==> config.mk <==
export PLATFORM = sky130hd
export DESIGN_NAME = codec_master
export DESIGN_NICKNAME = d
export VERILOG_FILES = /design/src/rtl/codec_pkg.sv /design/src/rtl/codec_bclk_gen.sv /design/src/rtl/codec_master.sv
export SDC_FILE = /design/constraint.sdc
export NUM_CORES = 1
export LEC_CHECK = 0
export ABC_AREA = 1
export CELL_PAD_IN_SITES_DETAIL_PLACEMENT = 1
export CELL_PAD_IN_SITES_GLOBAL_PLACEMENT = 2
export CORE_ASPECT_RATIO = 1.5
export CORE_MARGIN = 3
export CORE_UTILIZATION = 32
export DETAILED_ROUTE_END_ITERATION = 16
export PLACE_DENSITY_LB_ADDON = 0.25
export SYNTH_ARGS = -nofsm -noshare
export SYNTH_HDL_FRONTEND = slang
export SYNTH_SLANG_ARGS = --single-unit
==> constraint.sdc <==
create_clock -name clk -period 6 [get_ports clk]
set_input_delay 1.8 -clock clk [delete_from_list [all_inputs] [get_ports clk]]
set_output_delay 1.8 -clock clk [all_outputs]
set_load 0.01 [all_outputs]
==> src/rtl/codec_pkg.sv <==
// Shared types and constants for the audio codec master.
// FSM state enum, default sample/slot widths, LRCK slot polarity.
package codec_pkg;

    typedef enum logic [0:0] {
        IDLE = 1'b0,
        RUN  = 1'b1
    } state_t;

    localparam int   DEF_DATA_BITS = 16;
    localparam int   DEF_SLOT_BITS = 32;
    localparam logic LRCK_LEFT     = 1'b1;

endpackage

==> src/rtl/codec_bclk_gen.sv <==
// Bit-clock divider: AUD_BCLK low then high for BCLK_HALF clks each.
// Ports: clk, rst, run in; bclk out plus one-clk rise/fall strobes.
import codec_pkg::*;

module codec_bclk_gen #(
    parameter int BCLK_HALF = 4
) (
    input  logic clk,
    input  logic rst,
    input  logic run,
    output logic bclk,
    output logic rise,
    output logic fall
);

    localparam int DW = (BCLK_HALF > 1) ? $clog2(BCLK_HALF) : 1;
    localparam logic [DW-1:0] DIV_LAST = DW'(BCLK_HALF - 1);

    logic [DW-1:0] div_cnt;
    logic          wrap;

    // Strobes mark the clk edge on which bclk toggles.
    assign wrap = run && (div_cnt == DIV_LAST);
    assign rise = wrap && !bclk;
    assign fall = wrap && bclk;

    always_ff @(posedge clk or posedge rst) begin
        if (rst) begin
            div_cnt <= '0;
            bclk    <= 1'b0;
        end else if (!run) begin
            div_cnt <= '0;
            bclk    <= 1'b0;
        end else if (wrap) begin
            div_cnt <= '0;
            bclk    <= ~bclk;
        end else begin
            div_cnt <= div_cnt + 1'b1;
        end
    end

endmodule

==> src/rtl/codec_master.sv <==
// Master side of the codec serial link: clocks, ADC serializer, DAC deserializer.
// Ports: clk/rst, enable, adc pair + adc_req, dac pair + dac_valid, AUD_* pins.
// Build option: CODEC_LOOPBACK_EN feeds the rx path from AUD_ADCDAT.
import codec_pkg::*;

module codec_master #(
    parameter int BCLK_HALF = 4,
    parameter int DATA_BITS = DEF_DATA_BITS,
    parameter int SLOT_BITS = DEF_SLOT_BITS
) (
    input  logic                 clk,
    input  logic                 rst,
    input  logic                 enable,
    input  logic [DATA_BITS-1:0] adc_left,
    input  logic [DATA_BITS-1:0] adc_right,
    output logic                 adc_req,
    output logic [DATA_BITS-1:0] dac_left,
    output logic [DATA_BITS-1:0] dac_right,
    output logic                 dac_valid,
    output logic                 AUD_BCLK,
    output logic                 AUD_ADCLRCK,
    output logic                 AUD_DACLRCK,
    output logic                 AUD_ADCDAT,
    input  logic                 AUD_DACDAT
);

    localparam int CW = $clog2(2 * SLOT_BITS);
    localparam logic [CW-1:0] LAST  = CW'(2 * SLOT_BITS - 1);
    localparam logic [CW-1:0] SLOT  = CW'(SLOT_BITS);
    localparam logic [CW-1:0] DBITS = CW'(DATA_BITS);

    state_t               state;
    state_t               state_nxt;
    logic                 run;
    logic                 bclk_rise;
    logic                 bclk_fall;
    logic                 start;
    logic                 frame_end;
    logic                 load;
    logic [CW-1:0]        bit_cnt;
    logic [CW-1:0]        nxt_cnt;
    logic [CW-1:0]        cur_k;
    logic                 cur_left;
    logic [DATA_BITS-1:0] tx_l;
    logic [DATA_BITS-1:0] tx_r;
    logic [DATA_BITS-1:0] rx_l;
    logic [DATA_BITS-1:0] rx_r;
    logic                 lrck;
    logic                 adcdat;
    logic                 rx_din;

    // Wire bit for slot position cnt: MSB-first, zero past DATA_BITS.
    function automatic logic tx_bit(
        input logic [CW-1:0]        cnt,
        input logic [DATA_BITS-1:0] l,
        input logic [DATA_BITS-1:0] r
    );
        logic                 left;
        logic [CW-1:0]        k;
        logic [DATA_BITS-1:0] sh;
        left = cnt < SLOT;
        k    = left ? cnt : cnt - SLOT;
        sh   = (left ? l : r) << k;
        return (k < DBITS) ? sh[DATA_BITS-1] : 1'b0;
    endfunction

    assign run      = (state == RUN);
    assign nxt_cnt  = bit_cnt + 1'b1;
    assign cur_left = bit_cnt < SLOT;
    assign cur_k    = cur_left ? bit_cnt : bit_cnt - SLOT;
    assign load     = start || (frame_end && enable);

`ifdef CODEC_LOOPBACK_EN
    assign rx_din = adcdat;
`else
    assign rx_din = AUD_DACDAT;
`endif

    assign AUD_ADCDAT  = adcdat;
    assign AUD_ADCLRCK = lrck;
    assign AUD_DACLRCK = lrck;

    codec_bclk_gen #(
        .BCLK_HALF(BCLK_HALF)
    ) u_bclk (
        .clk (clk),
        .rst (rst),
        .run (run),
        .bclk(AUD_BCLK),
        .rise(bclk_rise),
        .fall(bclk_fall)
    );

    always_ff @(posedge clk or posedge rst) begin
        if (rst) state <= IDLE;
        else     state <= state_nxt;
    end

    always_comb begin
        state_nxt = state;
        start     = 1'b0;
        frame_end = 1'b0;
        unique case (state)
            IDLE: begin
                if (enable) begin
                    start     = 1'b1;
                    state_nxt = RUN;
                end
            end
            RUN: begin
                // A stop request only takes effect at the frame boundary.
                if (bclk_fall && bit_cnt == LAST) begin
                    frame_end = 1'b1;
                    if (!enable) state_nxt = IDLE;
                end
            end
            default: state_nxt = IDLE;
        endcase
    end

    always_ff @(posedge clk or posedge rst) begin
        if (rst) begin
            bit_cnt   <= '0;
            tx_l      <= '0;
            tx_r      <= '0;
            rx_l      <= '0;
            rx_r      <= '0;
            dac_left  <= '0;
            dac_right <= '0;
            dac_valid <= 1'b0;
            adc_req   <= 1'b0;
            lrck      <= 1'b0;
            adcdat    <= 1'b0;
        end else begin
            adc_req   <= 1'b0;
            dac_valid <= 1'b0;
            if (load) begin
                tx_l    <= adc_left;
                tx_r    <= adc_right;
                adc_req <= 1'b1;
            end
            if (start) begin
                bit_cnt <= '0;
                lrck    <= LRCK_LEFT;
                adcdat  <= adc_left[DATA_BITS-1];
            end else if (run) begin
                // MSB arrives first, so a left shift lands it on top.
                if (bclk_rise && cur_k < DBITS) begin
                    if (cur_left) rx_l <= {rx_l[DATA_BITS-2:0], rx_din};
                    else          rx_r <= {rx_r[DATA_BITS-2:0], rx_din};
                end
                if (bclk_fall) begin
                    if (frame_end) begin
                        dac_left  <= rx_l;
                        dac_right <= rx_r;
                        dac_valid <= 1'b1;
                        bit_cnt   <= '0;
                        if (enable) begin
                            lrck   <= LRCK_LEFT;
                            adcdat <= adc_left[DATA_BITS-1];
                        end else begin
                            lrck   <= 1'b0;
                            adcdat <= 1'b0;
                        end
                    end else begin
                        bit_cnt <= nxt_cnt;
                        lrck    <= (nxt_cnt < SLOT) ? LRCK_LEFT : ~LRCK_LEFT;
                        adcdat  <= tx_bit(nxt_cnt, tx_l, tx_r);
                    end
                end
            end
        end
    end

endmodule
---- Yosys cells after proc, flatten, opt, wreduce, memory -nomap -nowiden ----
Cells that the tools add are included.
Widths: inputs -> output; s select.
word-level totals
  logic and storage cells ................. 77
  register bits after elaboration ......... 110
  input port bits ......................... 36
cells by class
  shift-type cells ........................ 1
  reductions and logical operators ........ 14
  eq/ne operators ......................... 3
  $lt $le $gt $ge ......................... 4
  bitwise gates (word level) .............. 4
  $add $sub $neg .......................... 4
  muxes and demuxes ....................... 33
operators by type and width
  operator             number
  $mux 6               6
  $mux 1               23
  $mux 16              1
  $shl 16x6->16        1
  $lt 6x5->1 const B   2
  $lt 6x6->1 const B   2
  $reduce_and 4->1     3
  $sub 6x6->6 const B  2
  $add 6x1->6 const B  1
  $eq 6x6->1 const B   1
  $logic_and 1x1->1    6
  $mux 2               2
  $not 1->1            4
  $reduce_bool 2->1    2
  $add 2x1->2 const B  1
  $eq 2x2->1 const B   1
  $ne 2x1->1 const B   1
  $pmux 1 s2           1
  $reduce_and 2->1     1
  $logic_not 1->1      1
  $logic_or 1x1->1     1

---- Longest topological paths before layout ----
Gate-level depths: netlist (run 1).
  word-level depth ........................ 10
  mapped depth ............................ 14

---- Hierarchy ----
From an unflattened synthesis (run 1), not the netlist that was laid out.
second synthesis, totals
  cell total of the unflattened synthesis .. 529
  area, all modules ....................... 4618.2 µm²
modules (own cells, without submodules)
  module          area each (µm²)  cells each  sequential area each (µm²)  times used
  codec_master    4479.3           512         2677.6                      1
  codec_bclk_gen  138.9            17          75.1                        1

---- Worst setup path before layout (run 1) ----
Ideal clock, no wire load.
  kind .................................... input to register
  from .................................... input port enable
  to ...................................... register tx_l[11]
  arrival ................................. 2.508 ns
  slack ................................... 3.375 ns
  data required time ...................... 5.884 ns
  stages .................................. 8
  path buffers ............................ 2
  cells stage by stage .................... inv_1 > nor2_1 > inv_1 > o21ai_4 > buf_4 > buf_6 > nand2_1 > nand2_1
on the way
  cells in the longest elaborated chain, start to end .. 3
  elaborated cells between the ends (all ways) .. 4
  classes of those cells .................. mux: 2; reduce/logical: 2
RTL lines
  element               line                 source
  from (decl)           codec_master.sv:13   input logic enable,
  $mux 1                codec_master.sv:105  if (enable) begin
  $mux 1                codec_master.sv:103  unique case (state)
  $logic_or 1x1->1 (*)  codec_master.sv:71   assign load = start || (frame_end && enable);
  to (signal assigned)  codec_master.sv:138  tx_l <= adc_left;
  to (decl)             codec_master.sv:44   logic [DATA_BITS-1:0] tx_l;
Every way passes the cells marked *; elsewhere a longest branch is shown, timed or not.
A chain may end at the register's enable or synchronous reset.

---- Final worst setup path (run 1) ----
  from .................................... register bit_cnt[0]
  to ...................................... register tx_l[0]
on the way
  cells in the longest elaborated chain, start to end .. 6
RTL lines
  element                 line                 source
  from (decl)             codec_master.sv:40   logic [CW-1:0] bit_cnt;
  from (signal assigned)  codec_master.sv:166  bit_cnt <= nxt_cnt;
  $eq 6x6->1              codec_master.sv:112  if (bclk_fall && bit_cnt == LAST) begin
  $logic_and 1x1->1       codec_master.sv:112
  $mux 1                  codec_master.sv:112
  $mux 1                  codec_master.sv:103
  $logic_and 1x1->1       codec_master.sv:71
  $logic_or 1x1->1        codec_master.sv:71
Every way passes these cells.

==> results of run 1 <==
[stage by stage]
stage | std cells | utilization (%)
CTS | 788 | 41.9
global route | 788 | 41.9
global placement | 772 | 39.7
finish | 788 | 41.9
detailed placement | 772 | 39.7
floorplan | 530 | -
[final timing paths]
kind	from	to	slack, ps	cells after the start
setup / recovery	bit_cnt[0]$_DFFE_PP0P_	tx_l[0]$_DFFE_PP0P_	2670	11
hold / removal	u_bclk.div_cnt[0]$_DFF_PP0_	u_bclk.div_cnt[0]$_DFF_PP0_	440	1
setup reg to reg	bit_cnt[0]$_DFFE_PP0P_	tx_l[0]$_DFFE_PP0P_	2670	11
hold reg to reg	u_bclk.div_cnt[0]$_DFF_PP0_	u_bclk.div_cnt[0]$_DFF_PP0_	440	1
max in group asynchronous	rst	AUD_ADCDAT$_DFFE_PP0P_	3220	3
min in group asynchronous	rst	dac_right[11]$_DFFE_PP0P_	1710	2
[worst max-delay path: stages (launching register included)]
cell	delay, ps
dfrtp_1	760
ha_1	290
nand2_1	100
nor3_2	230
inv_2	70
nor2_4	180
inv_2	380
o21ai_4	250
buf_4	370
inv_2	310
nand2_1	130
nand2_1	70
[power breakdown]
part           internal, W  switching (W)
Clock             0.000294       0.000295
Sequential        0.000828      0.0000707
Combinational     0.000150       0.000216
Total              0.00127       0.000582
[flip-flops by register name, summed over array words and instances, names as in the netlist]
signal,flops
dac_valid,1
adc_req,1
AUD_ADCLRCK,1
rx_r,16
u_bclk.bclk,1
tx_l,16
dac_right,16
rx_l,16
run,1
u_bclk.div_cnt,2
bit_cnt,6
dac_left,16
AUD_ADCDAT,1
tx_r,16
[per-layer routing]
layer  GRT usage, %  vias up  share of wire [%]
met5              0        -                  0
met4           4.18        0                1.0
met3           4.37        8                4.3
met2           27.1       45                 53
met1           17.2     1717                 41
li1               -     1780                  -
[layout by cell type (no fill, tap or decap), types with 2 or more instances in the layout]
cell type and n:
ha_1 2, o21ai_1 4, clkdlybuf4s50_1 73, nand3_1 24, a21oi_1 11, nand2_1 207, inv_1 49, dfrtp_1 110
inv_6 3, clkinv_8 2, clkbuf_16 9, inv_2 4, buf_4 3, o22ai_1 2, o21ai_0 74, nor2_1 11
[kinds of logic after synthesis]
| group | Yosys count |
|---|---|
| AOI/OAI and AO/OA | 94 |
| and+or+nand+nor | 246 |
| adders and majority gates | 2 |
| DFF | 110 |
| buffers and inverters | 77 |
| xor gates and xnor gates | 1 |
[final cells by class]
type | count | share of cell area (%)
sequential | 110 | 47.9
clock inverter | 6 | 1.15
clock buffer | 10 | 3.99
inverter | 54 | 3.57
timing repair buffer | 76 | 13.1
multi-input combinational | 343 | 26.2
tap | 189 | 4.12
==> run summary, run 1 <==
CP arrival: 3550 ps
worst vdd ir: 0.152 mV
drt total wl: 11100 µm
Max-slew headroom: 32.8%
std cell rows: 52
wire per inst: 14.1 µm
Filler cells: 1596
top cells by count, synth: nand2_1 (207), dfrtp_1 (110), o21ai_0 (74)
Die Height: 152 µm
DRT iter0 DRCs: 88
Synth top area share: 60.2%
Crit. End Element: register
Pwr Total: 0.00185 W
clock transition at the registers of the reported paths: 80 ps
Post-CTS Setup Bufs: 0
share of cells above drive strength 1: 4.84%
Critical Path Start Type: register
largest fanout on the critical path: 64
Fmax: 301 MHz
maxcap violations: 0
H-tree levels: 3
Final min period: 3330 ps
vias per inst: 4.51
Final WS setup: 2670 ps
Hold Path Class: reg2reg
Initial Util: 33.3%
status: completed
IO buf count: 73
area grow syn2layout: 25.7%
worst-margin pin slew: 1000 ps
Antenna diodes: 0
post-synthesis mux area share: 0%
total gr overflow: 0
area occupied by multi-input gates: 1500 µm²
EDFF count, synth: 0
RSZ-0062 raised after global routing: false
CTS tree: built
CTS Hold Bufs: 0
Warnings, synthesis: 0
#FFs+latches synth: 110
Worst Setup Path Type: reg2reg
Core Area: 13700 µm²
CTS buffer count: 9
post_cts resized: 0
Seq/Total Area, Yosys: 60.2%
total die area: 15800 µm²
chip width: 104 µm
vias: 3550
Netlist cell types: 23
Post-Syn Area per Cell: 8.63 µm²
Mapped Nets: 568
initial antenna violation count: 0
Syn Std Cell Area: 4570 µm²
CP Data Required Time: 6230 ps
Top FF cell, synth: dfrtp_1
DP Area: 5450 µm²
period utilization: 55.4%
DRC: 0
Synth async-reset ratio: 100%
main combinational cell family by area after synthesis: simple AND/OR/NAND/NOR gates
Synth Area in Simple Gates: 21.3%
final net count: 632
Finish-stage setup viols: 0
XOR/XNOR Fraction of Synth Area: 0.192%
leakage: 2.65 nW
Max Slew Vio Count: 0
worst skew pair latency: 350 ps
Final Hold Fails: 0
I/O pin cnt: 74
setup TNS: 0 ps
Compound-Gate Fraction of Synth Area: 10.8%
Post-DP HPWL: 7730 µm
pwr dens: 323 nW/µm²
post-synthesis adder-cell area fraction: 0.547%
post-route antenna net violation count: 0
GRT Total Usage: 15.0%
cell taking the most area after synthesis: dfrtp_1
DR pass1 iterations: 4
Area contributors post-synth: dfrtp_1 (60%), nand2_1 (17%), o21ai_0 (8.1%)
Final Skew: 7.39 ps
clock sink total: 110
Min Hold Slack: 437 ps
first-pass GRT wire length: 19400 µm
register area: 2750 µm²
worst slack, placed: 2340 ps
number of global-route vias before repair: 3927
Mapped Cells: 530
top-count cell post-synth: nand2_1
clk buf depth: 2
clk root buf: clkbuf_16
final instance area: 5750 µm²
pin count of the biggest net entering global routing: 65
routability cong.: 0.789
Note: power is estimated with default switching activity, not from simulation.
==> inputs of run 2 (changes only) <==
--- a/config.mk
+++ b/config.mk
@@ -10,7 +10,7 @@
 export CELL_PAD_IN_SITES_GLOBAL_PLACEMENT = 2
 export CORE_ASPECT_RATIO = 1.5
 export CORE_MARGIN = 3
-export CORE_UTILIZATION = 32
+export CORE_UTILIZATION = 29
 export DETAILED_ROUTE_END_ITERATION = 16
 export PLACE_DENSITY_LB_ADDON = 0.25
 export SYNTH_ARGS = -nofsm -noshare
==> constraint.sdc (replaced) <==
create_clock -name clk -period 3 [get_ports clk]
set_input_delay 0.9 -clock clk [delete_from_list [all_inputs] [get_ports clk]]
set_output_delay 0.9 -clock clk [all_outputs]
set_load 0.01 [all_outputs]
==> run 2 against run 1 <==
  * Sequential power up 97%
  * Final cell count is 1.8% higher
  * Sequential cell count stayed put
  * Clock power increased by 110%
==> run summary, run 2 (synthesis results as in run 1) <==
wire per inst: 14.5 µm (+3.0%)
worst slack, placed: 574 ps (-1770 ps)
status: completed
Pwr Total: 0.00382 W (+110%)
worst-margin pin slew: 612 ps (-393 ps)
DRC: 0 (unchanged)
GRT Total Usage: 14.4% (-0.56 points)
area grow syn2layout: 27.4%
Fmax: 448 MHz (+49%)
clock transition at the registers of the reported paths: 80 ps (about the same)
Core Area: 15300 µm² (+11%)
Min Hold Slack: 440 ps (+3.02 ps)
clk buf depth: 2 (unchanged)
routability cong.: 0.803 (+1.7%)
first-pass GRT wire length: 19800 µm (+2.3%)
Hold Path Class: reg2reg
I/O pin cnt: 74 (unchanged)
Critical Path Start Type: register
most frequent cells in the layout: nand2_1 (207), dfrtp_1 (110), o21ai_0 (74)
share of cells above drive strength 1: 5.64% (+0.80 points)
period utilization: 74.5% (+19 points)
vias per inst: 4.48 (-0.64%)
final instance area: 5830 µm² (+1.4%)
CP Data Required Time: 3280 ps (-2950 ps)
worst vdd ir: 0.245 mV (+62%)
Post-DP HPWL: 7960 µm (+3.1%)
CTS buffer count: 9 (unchanged)
CTS tree: built
Final Hold Fails: 0 (unchanged)
worst skew pair latency: 350 ps (about the same)
Final Skew: 11.5 ps (+4.09 ps)
Crit. End Element: register
H-tree levels: 3 (unchanged)
post_cts resized: 0 (unchanged)
setup TNS: 0 ps (unchanged)
std cell rows: 55 (+5.8%)
Worst path slowest cell: dfrtp_1
maxcap violations: 0 (unchanged)
Finish-stage setup viols: 0 (unchanged)
Worst Setup Path Type: reg2reg
commonest non-fill, non-tap cell in the layout: nand2_1
clock sink total: 110 (unchanged)
total die area: 17300 µm² (+9.8%)
worst path bufs/invs: 1 (-3)
DR pass1 iterations: 4 (unchanged)
Antenna diodes: 0 (unchanged)
DP Area: 5520 µm² (+1.3%)
Crit path max-delay family: simple AND/OR/NAND/NOR gates
initial antenna violation count: 0 (unchanged)
Die Height: 160 µm (+4.8%)
CTS Hold Bufs: 0 (unchanged)
Final min period: 2230 ps (-1090 ps)
max incr delay on CP: 540 ps (-220 ps)
RSZ-0062 raised after global routing: false
Final WS setup: 766 ps (-1910 ps)
Max Slew Vio Count: 0 (unchanged)
number of global-route vias before repair: 3961 (+0.87%)
largest fanout on the critical path: 11 (-83%)
chip width: 109 µm (+4.8%)
total gr overflow: 0 (unchanged)
vias: 3590 (+1.1%)
Post-CTS Setup Bufs: 0 (unchanged)
leakage: 2.68 nW (+1.2%)
DRT iter0 DRCs: 76 (-14%)
pwr dens: 656 nW/µm² (+100%)
CP arrival: 2520 ps (-1030 ps)
pin count of the biggest net entering global routing: 111 (+71%)
IO buf count: 73 (unchanged)
final net count: 636 (+0.63%)
post-route antenna net violation count: 0 (unchanged)
cells along the critical path: inv_1, nor2_1, nand3_2, nand2_1, nand2_1, nand3_1, nand2_1, nand2_1, nand3_1, nand3_1, nand3_1, a21oi_1
Max-slew headroom: 59.2% (+26 points)
clk root buf: clkbuf_16
Initial Util: 29.9% (-3.4 points)
drt total wl: 11700 µm (+4.8%)
-- run 2: changes by cell type in the layout (fill, tap and decap cells not counted), sizes merged --
cell	before	now
inv	57	55
bufinv	0	1
buf	3	7
clkinvlp	1	2
-- run 2: area by class of cell --
class	instances	area (µm²)
inverters	54	206
clock inverters	6	67.6
well taps	199	249
clock buffers	10	239
fillers	1822	9450
repair buffers	80	808
flip-flops and latches	110	2750
multi-input cells	343	1500
-- run 2: through the flow --
step                utilization (%)  instances
finish                         38.1        802
global route                   38.1        802
CTS                            38.1        802
detailed placement             36.1        786
global placement               36.1        786
floorplan                         -        530
-- run 2: routing by layer --
| layer | GRT usage, % | wire, µm |
|---|---|---|
| met5 | 0 | 0 |
| met3 | 3.72 | 487 |
| met2 | 25.3 | 6040 |
| met1 | 16.8 | 4920 |
| met4 | 5.05 | 205 |
-- run 2: path summary, 6_finish.rpt --
kind / from / endpoint / slack, ps / cells after the start
max in group asynchronous: rst / AUD_ADCLRCK$_DFFE_PP0P_ / 1470 / 3
min: u_bclk.div_cnt[0]$_DFF_PP0_ / u_bclk.div_cnt[0]$_DFF_PP0_ / 440 / 1
max reg2reg: bit_cnt[0]$_DFFE_PP0P_ / AUD_ADCDAT$_DFFE_PP0P_ / 770 / 12
min reg2reg: u_bclk.div_cnt[0]$_DFF_PP0_ / u_bclk.div_cnt[0]$_DFF_PP0_ / 440 / 1
min in group asynchronous: rst / adc_req$_DFF_PP0_ / 1050 / 3
max: bit_cnt[0]$_DFFE_PP0P_ / AUD_ADCDAT$_DFFE_PP0P_ / 770 / 12
-- run 2: power breakdown --
group	switching (W)	internal, W	leakage, nW
combinational	0.000471	0.000316	1.09
clock	0.000582	0.000678	0.151
sequential	0.000117	0.00166	1.44
-- run 2: worst register-to-register path: cells and delay by family (launching register included) --
kind | cells | cell delay (ps)
and+or+nand+nor | 10 | 1380
DFF | 1 | 540
AOI/OAI and AO/OA | 1 | 140
buffers and inverters | 1 | 120
==> inputs of run 3 (changes only) <==
--- a/config.mk
+++ b/config.mk
@@ -10,7 +10,7 @@
 export CELL_PAD_IN_SITES_GLOBAL_PLACEMENT = 2
 export CORE_ASPECT_RATIO = 1.5
 export CORE_MARGIN = 3
-export CORE_UTILIZATION = 29
+export CORE_UTILIZATION = 32
 export DETAILED_ROUTE_END_ITERATION = 16
 export PLACE_DENSITY_LB_ADDON = 0.25
 export SYNTH_ARGS = -nofsm -noshare
==> constraint.sdc (replaced) <==
create_clock -name clk -period 2.1 [get_ports clk]
set_input_delay 0.63 -clock clk [delete_from_list [all_inputs] [get_ports clk]]
set_output_delay 0.63 -clock clk [all_outputs]
set_load 0.01 [all_outputs]
==> run 3 against run 2 <==
  * Clock-buffer cell count unchanged
  * Register-to-register slack got worse by 570 ps
  * Total power increased by 41%
  * Critical path type is now reg2out
  * Non-clock buffer count increased by 11
  * Combinational power increased by 43%
  * Highest routed layer unchanged
  * Via count increased by 0.45%
  * Utilization increased by 5.0 points
  * Critical path depth decreased by 11
  * Die area decreased by 9.0%
  * Clock skew decreased by 0.68 ps
  * Clock power increased by 37%
  * Largest cell class unchanged
==> run summary, run 3 (synthesis results as in run 1) <==
status: completed
maxcap violations: 0 (unchanged)
Worst Setup Path Type: reg2out
routability cong.: 0.776 (-3.3%)
Post-CTS Setup Bufs: 0 (unchanged)
Hold Path Class: reg2reg
number of placed cells counting well taps: 787 (+0.13%)
total die area: 15800 µm² (-9.0%)
IO buf count: 73 (unchanged)
final net count: 647 (+1.7%)
worst path bufs/invs: 1 (unchanged)
CP arrival: 1280 ps (-1240 ps)
chip width: 104 µm (-4.5%)
largest fanout on the critical path: 3 (-8)
drt total wl: 11400 µm (-2.5%)
Filler cells: 1617 (-11%)
cells along the critical path: clkdlybuf4s50_1
clk buf depth: 2 (unchanged)
clock transition at the registers of the reported paths: 80 ps (about the same)
Final Skew: 10.8 ps (-0.676 ps)
post-route antenna net violation count: 0 (unchanged)
clock sink total: 110 (unchanged)
final instance area: 5920 µm² (+1.7%)
DRC: 0 (unchanged)
Core Area: 13700 µm² (-10%)
H-tree levels: 3 (unchanged)
Finish-stage setup viols: 0 (unchanged)
Crit path max-delay family: buffers and inverters
GRT Total Usage: 15.3% (+0.85 points)
Final Hold Fails: 0 (unchanged)
CP Data Required Time: 1470 ps (-1810 ps)
pwr dens: 909 nW/µm² (+39%)
number of global-route vias before repair: 4050 (+2.2%)
DP Area: 5610 µm² (+1.7%)
Antenna diodes: 0 (unchanged)
total gr overflow: 0 (unchanged)
first-pass GRT wire length: 19800 µm (-0.11%)
Post-DP HPWL: 7950 µm (-0.24%)
worst vdd ir: 0.345 mV (+41%)
non-filler cells, final: 803 (+0.12%)
most frequent cells in the layout: nand2_1 (206), dfrtp_1 (109), o21ai_0 (74)
pin count of the biggest net entering global routing: 83 (-25%)
worst-margin pin slew: 493 ps (-119 ps)
std cell rows: 52 (-5.5%)
Die Height: 152 µm (-4.6%)
commonest non-fill, non-tap cell in the layout: nand2_1
max incr delay on CP: 550 ps (about the same)
vias per inst: 4.49 (+0.32%)
I/O pin cnt: 74 (unchanged)
area grow syn2layout: 29.6%
CP Depth: 1 (-11)
Max-slew headroom: 67.1% (+7.9 points)
Fmax: 523 MHz
DR pass1 iterations: 6 (+2)
RSZ-0062 raised after global routing: false
hold path depth: 1 (unchanged)
wire per inst: 14.2 µm (-2.6%)
Worst path slowest cell: clkdlybuf4s50_1
clk root buf: clkbuf_16
CTS tree: built
vias: 3606 (+0.45%)
worst r2r path cells: 10 (-2)
share of cells above drive strength 1: 7.82% (+2.2 points)
Crit. End Element: output pin
Final min period: 1910 ps
setup slack, reg-to-reg: 200 ps (-570 ps)
worst skew pair latency: 350 ps (about the same)
Final Util: 43.1% (+5.0 points)
initial antenna violation count: 0 (unchanged)
Critical Path Start Type: register
setup TNS: 0 ps (unchanged)
CTS buffer count: 9 (unchanged)
DRT iter0 DRCs: 102 (+34%)
Initial Util: 33.3% (+3.4 points)
period utilization: 91.1%
leakage: 2.74 nW (+2.2%)
Max Slew Vio Count: 0 (unchanged)
CTS Hold Bufs: 0 (unchanged)
-- run 3: cell types whose count changed in the layout (fill, tap and decap cells not counted), sizes merged --
cell      change
buf          +11
bufinv        -1
clkinv        +1
clkinvlp      -1
inv           +1
-- run 3: per-stage QoR --
stage / power [W] / hold WS [ps] / setup WS (ps)
after floorplan: 0.00330 / 407 / 141
after global placement: 0.00368 / 419 / 59.3
after detailed placement: 0.00373 / 428 / -8.34
after CTS: 0.00548 / 440 / 139
after global routing: 0.00576 / 473 / 15.6
final: 0.00538 / 438 / 186
-- run 3: path summary, 6_finish.rpt --
kind                                          endpoint                         from
setup / recovery                              AUD_BCLK      u_bclk.bclk$_DFFE_PP0P_
hold / removal             u_bclk.div_cnt[0]$_DFF_PP0_  u_bclk.div_cnt[0]$_DFF_PP0_
setup reg to reg                  tx_l[12]$_DFFE_PP0P_       bit_cnt[0]$_DFFE_PP0P_
hold reg to reg            u_bclk.div_cnt[0]$_DFF_PP0_  u_bclk.div_cnt[0]$_DFF_PP0_
max in group asynchronous       bit_cnt[2]$_DFFE_PP0P_                          rst
min in group asynchronous    dac_right[10]$_DFFE_PP0P_                          rst
-- run 3: final cells by class --
class	instances	area, µm²	share of cell area, %
inverters	54	206	3.49
clock inverters	6	62.6	1.06
flip-flops and latches	110	2750	46.5
multi-input cells	343	1510	25.5
repair buffers	91	916	15.5
clock buffers	10	239	4.03
well taps	189	236	3.99
-- run 3: routing by layer --
| metal | GRT usage (%) | wire length [µm] | vias to the layer above |
|---|---|---|---|
| li1 | - | - | 1806 |
| met1 | 17.4 | 4750 | 1735 |
| met2 | 28.0 | 5990 | 55 |
| met3 | 3.90 | 477 | 10 |
| met4 | 4.75 | 155 | 0 |
| met5 | 0 | 0 | - |
-- run 3: timing repair --
| item | in CTS | in global routing |
|---|---|---|
| endpoints found under the setup margin | 0 | 1 |
| endpoints found under the hold margin | 0 | 0 |
| resized for setup | 0 | 3 |
-- run 3: power by group --
part	switching [W]	total [W]	internal, W
combinational	0.000671	0.00113	0.000460
sequential	0.000163	0.00253	0.00237
clock	0.000851	0.00172	0.000871
total	0.00169	0.00538	0.00370
